[src/rtl/water_flow_monitor.sv]
// Flags a stalled fill or drain: the drum level must move by MIN_DELTA in the commanded
// direction every CHECK_PERIOD cycles. Optional immediate reverse-flow trip: WFM_REVERSE_FLOW_EN.
module water_flow_monitor #(
    parameter int LEVEL_W           = 10,
    parameter int CHECK_PERIOD      = 1000,
    parameter int MIN_DELTA         = 2,
    parameter int MAX_STALL_WINDOWS = 3
) (
    input  logic               clk,
    input  logic               reset,
    input  logic               water_flow_reset,
    input  logic               water_flow_mode,
    input  logic [LEVEL_W-1:0] water_level_sensor,
    output logic               water_flow_error,
    output logic               monitor_active,
    output logic [3:0]         stall_count,
    output logic [1:0]         state_dbg
);

    localparam int                 CNT_W     = $clog2(CHECK_PERIOD);
    localparam logic [CNT_W-1:0]   CNT_LAST  = CNT_W'(CHECK_PERIOD - 1);
    localparam logic [LEVEL_W:0]   DELTA_X   = (LEVEL_W + 1)'(MIN_DELTA);
    localparam logic [3:0]         STALL_MAX = 4'(MAX_STALL_WINDOWS);

    typedef enum logic [1:0] {IDLE, ARM, MONITOR, ERROR} state_t;

    state_t             state_q, state_d;
    logic [CNT_W-1:0]   cnt_q, cnt_d;
    logic [LEVEL_W-1:0] base_q, base_d;
    logic               mode_q, mode_d;
    logic [3:0]         stall_q, stall_d;
    logic               err_q, err_d;
    logic               active_q, active_d;

    logic [LEVEL_W:0]   level_x, base_x;
    logic [3:0]         stall_inc;
    logic               fill_prog, drain_prog, progress, terminal, reverse;

    // Progress arithmetic is done one bit wider so baseline+MIN_DELTA cannot wrap.
    assign level_x    = {1'b0, water_level_sensor};
    assign base_x     = {1'b0, base_q};
    assign stall_inc  = stall_q + 4'd1;
    assign terminal   = (cnt_q == CNT_LAST);
    assign fill_prog  = (level_x >= base_x + DELTA_X) || (water_level_sensor == {LEVEL_W{1'b1}});
    assign drain_prog = (water_level_sensor == '0) ||
                        ((base_x >= DELTA_X) && (level_x <= base_x - DELTA_X));
    assign progress   = mode_q ? fill_prog : drain_prog;

`ifdef WFM_REVERSE_FLOW_EN
    assign reverse = mode_q ? (level_x + DELTA_X < base_x) : (level_x > base_x + DELTA_X);
`else
    assign reverse = 1'b0;
`endif

    always_comb begin
        state_d = state_q;
        cnt_d   = cnt_q;
        base_d  = base_q;
        mode_d  = mode_q;
        stall_d = stall_q;
        err_d   = err_q;
        if (water_flow_reset) begin
            state_d = IDLE;
            err_d   = 1'b0;
            stall_d = 4'd0;
            cnt_d   = '0;
        end else begin
            case (state_q)
                IDLE: state_d = ARM;
                ARM: begin
                    mode_d  = water_flow_mode;
                    base_d  = water_level_sensor;
                    cnt_d   = '0;
                    state_d = MONITOR;
                end
                MONITOR: begin
                    if (water_flow_mode != mode_q) begin
                        // Direction changed: re-baseline without blaming the old window.
                        state_d = ARM;
                        stall_d = 4'd0;
                        cnt_d   = '0;
                    end else if (reverse) begin
                        state_d = ERROR;
                        err_d   = 1'b1;
                    end else if (terminal) begin
                        cnt_d = '0;
                        if (progress) begin
                            stall_d = 4'd0;
                            base_d  = water_level_sensor;
                        end else begin
                            stall_d = stall_inc;
                            if (stall_inc == STALL_MAX) begin
                                state_d = ERROR;
                                err_d   = 1'b1;
                            end
                        end
                    end else begin
                        cnt_d = cnt_q + CNT_W'(1);
                    end
                end
                ERROR: err_d = 1'b1;
                default: state_d = IDLE;
            endcase
        end
        active_d = (state_d == ARM) || (state_d == MONITOR);
    end

    always_ff @(posedge clk or negedge reset) begin
        if (!reset) begin
            state_q  <= IDLE;
            cnt_q    <= '0;
            base_q   <= '0;
            mode_q   <= 1'b0;
            stall_q  <= 4'd0;
            err_q    <= 1'b0;
            active_q <= 1'b0;
        end else begin
            state_q  <= state_d;
            cnt_q    <= cnt_d;
            base_q   <= base_d;
            mode_q   <= mode_d;
            stall_q  <= stall_d;
            err_q    <= err_d;
            active_q <= active_d;
        end
    end

    assign water_flow_error = err_q;
    assign monitor_active   = active_q;
    assign stall_count      = stall_q;
    assign state_dbg        = state_q;

endmodule

[config.mk]
export PLATFORM = sky130hd
export DESIGN_NAME = water_flow_monitor
export DESIGN_NICKNAME = d
export VERILOG_FILES = /design/src/rtl/water_flow_monitor.sv
export SDC_FILE = /design/constraint.sdc
export NUM_CORES = 1
export LEC_CHECK = 0
export BUFFER_PORTS_ARGS = -buffer_cell sky130_fd_sc_hd__buf_2
export CAP_MARGIN = 20
export CORE_AREA = 2 2 77 79
export DETAILED_ROUTE_END_ITERATION = 12
export DIE_AREA = 0 0 79 81
export GPL_ROUTABILITY_DRIVEN = 0
export PLACE_DENSITY = 0.62
export SYNTH_ARGS = -nofsm -noshare
export SYNTH_HDL_FRONTEND = slang
export SYNTH_SLANG_ARGS = --single-unit
[constraint.sdc]
create_clock -name clk -period 3.5 [get_ports clk]
set_input_delay 0.7 -clock clk [delete_from_list [all_inputs] [get_ports clk]]
set_output_delay 0.7 -clock clk [all_outputs]
set_load 0.01 [all_outputs]
---- Word level (Yosys, flattened, before mapping) ----
Cells that the tools add are included.
storage, ports and cells
  word-level logic and storage cells ...... 72
  bits in registers ....................... 29
  input port bits ......................... 14
  output and inout port bits .............. 8
operators by class
  multiplexer cells ....................... 26
  reductions and logical operators ........ 15
  bitwise gates (word level) .............. 1
  equality and inequality tests ........... 16
  add/sub/neg operators ................... 4
  $lt $le $gt $ge ......................... 3
operators by type and width
  operator                                                                               count
  10-bit two-way mux                                                                     6
  10-bit one-hot mux with 2 select lines                                                 2
  10-bit == test (second input constant)                                                 2
  4-bit two-way mux                                                                      5
  3-bit != test (second input constant)                                                  4
  10-bit by 2-bit adder with 11-bit output (second input constant)                       1
  10-bit by 11-bit greater-or-equal comparator with 1-bit output                         1
  10-bit by 11-bit <= comparator with 1-bit output                                       1
  10-bit by 2-bit subtractor with 11-bit output (second input constant)                  1
  10-bit by 1-bit adder with 10-bit output (second input constant)                       1
  10-bit by 2-bit greater-or-equal comparator with 1-bit output (second input constant)  1
  10-bit logical NOT                                                                     1
  2-bit two-way mux                                                                      5
  5-bit AND reduction                                                                    2
  3-bit nonzero test                                                                     3
  2-bit == test (second input constant)                                                  3
  1-bit two-way mux                                                                      6
  2-bit != test (second input constant)                                                  3
  2-bit one-hot mux with 3 select lines                                                  1
  4-bit by 1-bit adder with 4-bit output (second input constant)                         1
  2-bit by 1-bit == test with 1-bit output (second input constant)                       2
  4-bit by 2-bit == test with 1-bit output (second input constant)                       1
  2-bit AND reduction                                                                    2
  2-bit nonzero test                                                                     2
  other kinds (6)                                                                        8

---- Depth between registers and ports, before layout ----
  depth after elaboration ................. 12
  mapped depth ............................ 13
  mapped depth without buffers ............ 12

---- Worst setup path after synthesis ----
Ideal clock, no wire load.
  path type ............................... reg-to-reg
  start ................................... register base_q[3]
  end ..................................... register base_q[0]
  required time ........................... 3.367 ns
  library setup time ...................... 0.133 ns
  path slack .............................. 0.541 ns
  arrival ................................. 2.826 ns
  cell stages (with the launch flop) ...... 14
  path buffers ............................ 2
  cells stage by stage .................... dfrtp_1 -> buf_2 -> or3_4 -> nor3_1 -> nand2_1 -> xor2_1 -> ha_1 -> a2111oi_0 -> o21ai_0 -> o21a_1 -> a21o_2 -> nor2_4 -> buf_6 -> o211ai_1
between the ends
  word-level cells in the longest chain between the ends .. 7
ends and longest elaborated chain
  what                                              line  source
  from (decl)                                       29    logic [LEVEL_W-1:0] base_q, base_d;
  from (signal assigned)                            120   base_q <= base_d;
  10-bit by 2-bit subtractor with 11-bit output     46    ((base_x >= DELTA_X) && (level_x <= base_x - DELTA_X));
  10-bit by 11-bit <= comparator with 1-bit output  46
  1-bit logical AND                                 46
  1-bit logical OR                                  45    assign drain_prog = (water_level_sensor == '0) ||
  1-bit two-way mux (*)                             47    assign progress = mode_q ? fill_prog : drain_prog;
  2-bit != test (no line) (*)                       -
  5-bit AND reduction (no line) (*)                 -
Every way passes the cells marked *; elsewhere a longest branch is shown, timed or not.
A chain may end at the register's enable or synchronous reset.

---- Final worst setup path ----
  start ................................... register base_q[6]
  end ..................................... register state_q[0], in the netlist state_dbg[0]
between the ends
  word-level cells in the longest chain between the ends .. 10
ends and longest elaborated chain
  what                                              line  source
  10-bit by 2-bit subtractor with 11-bit output     46
  10-bit by 11-bit <= comparator with 1-bit output  46
  1-bit logical AND                                 46
  1-bit logical OR                                  45
  1-bit two-way mux (*)                             47
  2-bit two-way mux (*)                             87    if (progress) begin
  2-bit two-way mux (*)                             85    end else if (terminal) begin
  2-bit two-way mux (*)                             77    if (water_flow_mode != mode_q) begin
  2-bit one-hot mux with 3 select lines (*)         68    case (state_q)
  2-bit two-way mux (*)                             62    if (water_flow_reset) begin
  named net state_d[0]                              27    state_t state_q, state_d;
  to (signal assigned)                              118   state_q <= state_d;
  to (decl)                                         27
The timed path passes the listed nets; every way through them passes the cells marked *.

==> metrics <==
status completed; Avg Cell Area, Syn 8.877 µm²; syn_nets 311; remaining antenna violation count 0; Internal Power 0.9968 mW; nets 335; CTS Buf Count 5; Worst setup SP type register; Sw Ratio 44.16%; Netlist Area Pre-Place 0.002432 mm²; post-synth top area share 29.84%; Ant. Diodes 0; PortBufs 21; Sequential Area 725.7 µm²; maximum buffer depth of the clock tree 2; vias per inst 5.662; final setup margin 394.1 ps; Core ar. 0.005675 mm²; met2 wire length 2.767 mm; number of DRC markers in iteration 0 75; DP Wirelength 4.247 mm; Rows 28; FMAX 322.0 MHz; first-pass GRT wire length 9.839 mm; PD cells 662.0 mW/mm²; synthesis-to-layout area growth 10.85%; DR DRC count 0; Worst-Skew Late Latency 280 ps; Final Setup Violations 0; DR WL/cell 15.76 µm; CP max stage cell dfrtp_1; Tcrit/Tclk final 88.74%; Leak 1.154 nW; Initial Util 42.86%; Req. time, crit path 3690 ps; slew at the pin with the worst max-slew slack 670.7 ps; relative slew slack 55.29%; largest net degree at the start of global routing 30; # hold bufs at CTS 0; DIE WIDTH 79 µm; Worst Path Arrival 3290 ps; Hold Path Class in2async; synth warn 0; Crit Path Class reg2reg; area of the multi-input gates 0.001588 mm²; Max VDD drop 0.0003254 V; Worst Setup End Kind register; die height 81 µm; Pins Over Slew Limit 0; Gate Count Post-Synth 274; Synth area leader dfrtp_1; Comb power frac 57.3%; met1 WL 2.834 mm; met3 wire length 211 µm; Total GRT Usage 19.69%; Setup TNS 0 ps; DRT Wirelength 5.877 mm; Crit Path Max Fanout 7; predominant post-synthesis flop cell dfrtp_1; unrepaired setup endpoints after global routing no; total grt overflow 0; Clock H-tree levels 2; CTS root buffer clkbuf_8; Max-Cap Viols 0; Clk pwr share 15.8%; share of layout cells above drive strength 1 16.11%; number of fill cells 555; clock sinks 29; Reg power frac 26.9%; Cells after DPL 364; minimum clock period 3106 ps; switching power 0.7883 mW; Die Area 0.006399 mm²; critical-path cell list and3_1 -> and3_4 -> nand3_1 -> xor2_1 -> ha_1 -> a2111oi_0 -> o221ai_1 -> a21oi_4 -> o21ai_1 -> a211oi_1; vias in the first global route 2051; count of cell types in the netlist 52; max layer used met4; 1st-pass router iterations 4; Post-Place Setup Slack 384.8 ps; initial antenna violation count 0; register bit total from synthesis 29; register area share after synthesis 29.84%; Clock Pin Slew Worst Setup and Hold Paths 70 ps; Post-synth EDFFs 0; skew final 7.030 ps; max incr delay on CP 530 ps; I/O pin count 22; CTS tree done; synth top area cells dfrtp_1 (30%), ha_1 (12%), xor2_1 (4.7%); Async S/R FF share, synth 100.0%; vias post-DR 2112; non-filler instance count after layout 373; Final Hold Fails 0
[cell usage after synthesis, drive strengths merged, types with 8 or more instances]
| library cell | n |
|---|---|
| a21oi | 11 |
| a2bb2oi | 8 |
| buf | 9 |
| dfrtp | 29 |
| ha | 23 |
| inv | 10 |
| nand2 | 29 |
| nand3 | 11 |
| nand4 | 15 |
| nor2 | 18 |
| o211ai | 8 |
| o21ai | 15 |
| xnor2 | 10 |
| xor2 | 13 |
[kinds of logic after synthesis]
family	share of synthesized area, %
flops	29.84
compound gates	20.68
fa+ha+maj	11.83
buf+inv	4.887
simple gates	24.49
xor+xnor	8.282
[worst max-delay path: cells and delay by family, from the launching register on]
| family | cells | cell delay (ps) |
|---|---|---|
| adder cells (fa/ha/maj) | 1 | 290 |
| flip-flops | 1 | 530 |
| AO/OA/AOI/OAI | 5 | 1540 |
| AND/OR/NAND/NOR | 3 | 530 |
| XOR/XNOR | 1 | 150 |
[sequential cells by signal, summed over array words and instances, names as in the netlist]
register / cells
base_q: 10
cnt_q: 10
mode_q: 1
monitor_active: 1
stall_count: 4
state_dbg: 2
water_flow_error: 1
[cell type report]
type,instances,area share [%]
Inverter,10,1.392
Timing Repair Buffer,29,6.125
Clock buffer,7,3.202
Sequential cell,29,26.91
Tap cell,75,3.480
Multi-Input combinational cell,223,58.89
[final timing paths]
check / startpoint / to / slack [ps] / depth (start not counted)
max: base_q[6] / state_dbg[0] / 390 / 10
min: reset / stall_count[2] / 450 / 1
max reg2reg: base_q[6] / state_dbg[0] / 390 / 10
min reg2reg: cnt_q[0] / cnt_q[0] / 520 / 1
max in group asynchronous: reset / cnt_q[4] / 2610 / 1
min in group clk: cnt_q[0] / cnt_q[0] / 520 / 1
[power groups by stage]
| stage | combinational (mW) | clock (mW) | sequential (mW) |
|---|---|---|---|
| floorplan | 0.828 | 0 | 0.450 |
| global placement | 0.977 | 0 | 0.484 |
| detailed placement | 0.981 | 0 | 0.485 |
| CTS | 0.990 | 0.290 | 0.479 |
| global route | 1.14 | 0.307 | 0.491 |
| finish | 1.02 | 0.282 | 0.480 |
[timing repair]
action                                  CTS  global route
gates resized for setup                   0             0
setup buffers                             0             2
endpoints found under the setup margin    0             2
[per-layer routing]
metal | global-route usage [%] | vias up
met5 | 0 | -
met4 | 7.069 | 0
met3 | 3.333 | 6
met2 | 32.97 | 45
met1 | 25.75 | 995
li1 | - | 1066
[metrics by stage]
step / utilization, % / area (µm²) / hold WS (ps) / power [mW]
after floorplan: - / 2432 / 404.4 / 1.278
after global placement: 45.72 / 2595 / 508.7 / 1.460
after detailed placement: 45.72 / 2595 / 503.2 / 1.466
after CTS: 47.24 / 2681 / 472.5 / 1.759
after global routing: 47.51 / 2696 / 498.1 / 1.937
final: 47.51 / 2696 / 446.8 / 1.785
[cell usage in the layout, fill, tap and decap left out, types with 2 or more instances in the layout]
master     instances
a2111oi_0          2
o21a_1             5
nand3_1           11
and4_1             3
a31oi_1            2
xnor2_1           10
buf_2             21
xor2_1            13
nor3_1             6
and3_1             5
nor2b_1            5
a211oi_1           2
nand4_1           15
nor4_1             3
nand2_1           29
buf_4              8
a2bb2oi_1          8
ha_1              23
inv_1             10
o31ai_2            2
nor3b_1            2
o211ai_1           8
o21ai_0           14
o31ai_1            2
a22oi_1            2
or3_1              2
dfrtp_1           29
clkbuf_8           6
a21oi_1            9
nor2_1            16
nand2b_1           4
o221ai_1           2
Power figures use the tool's default switching activity.
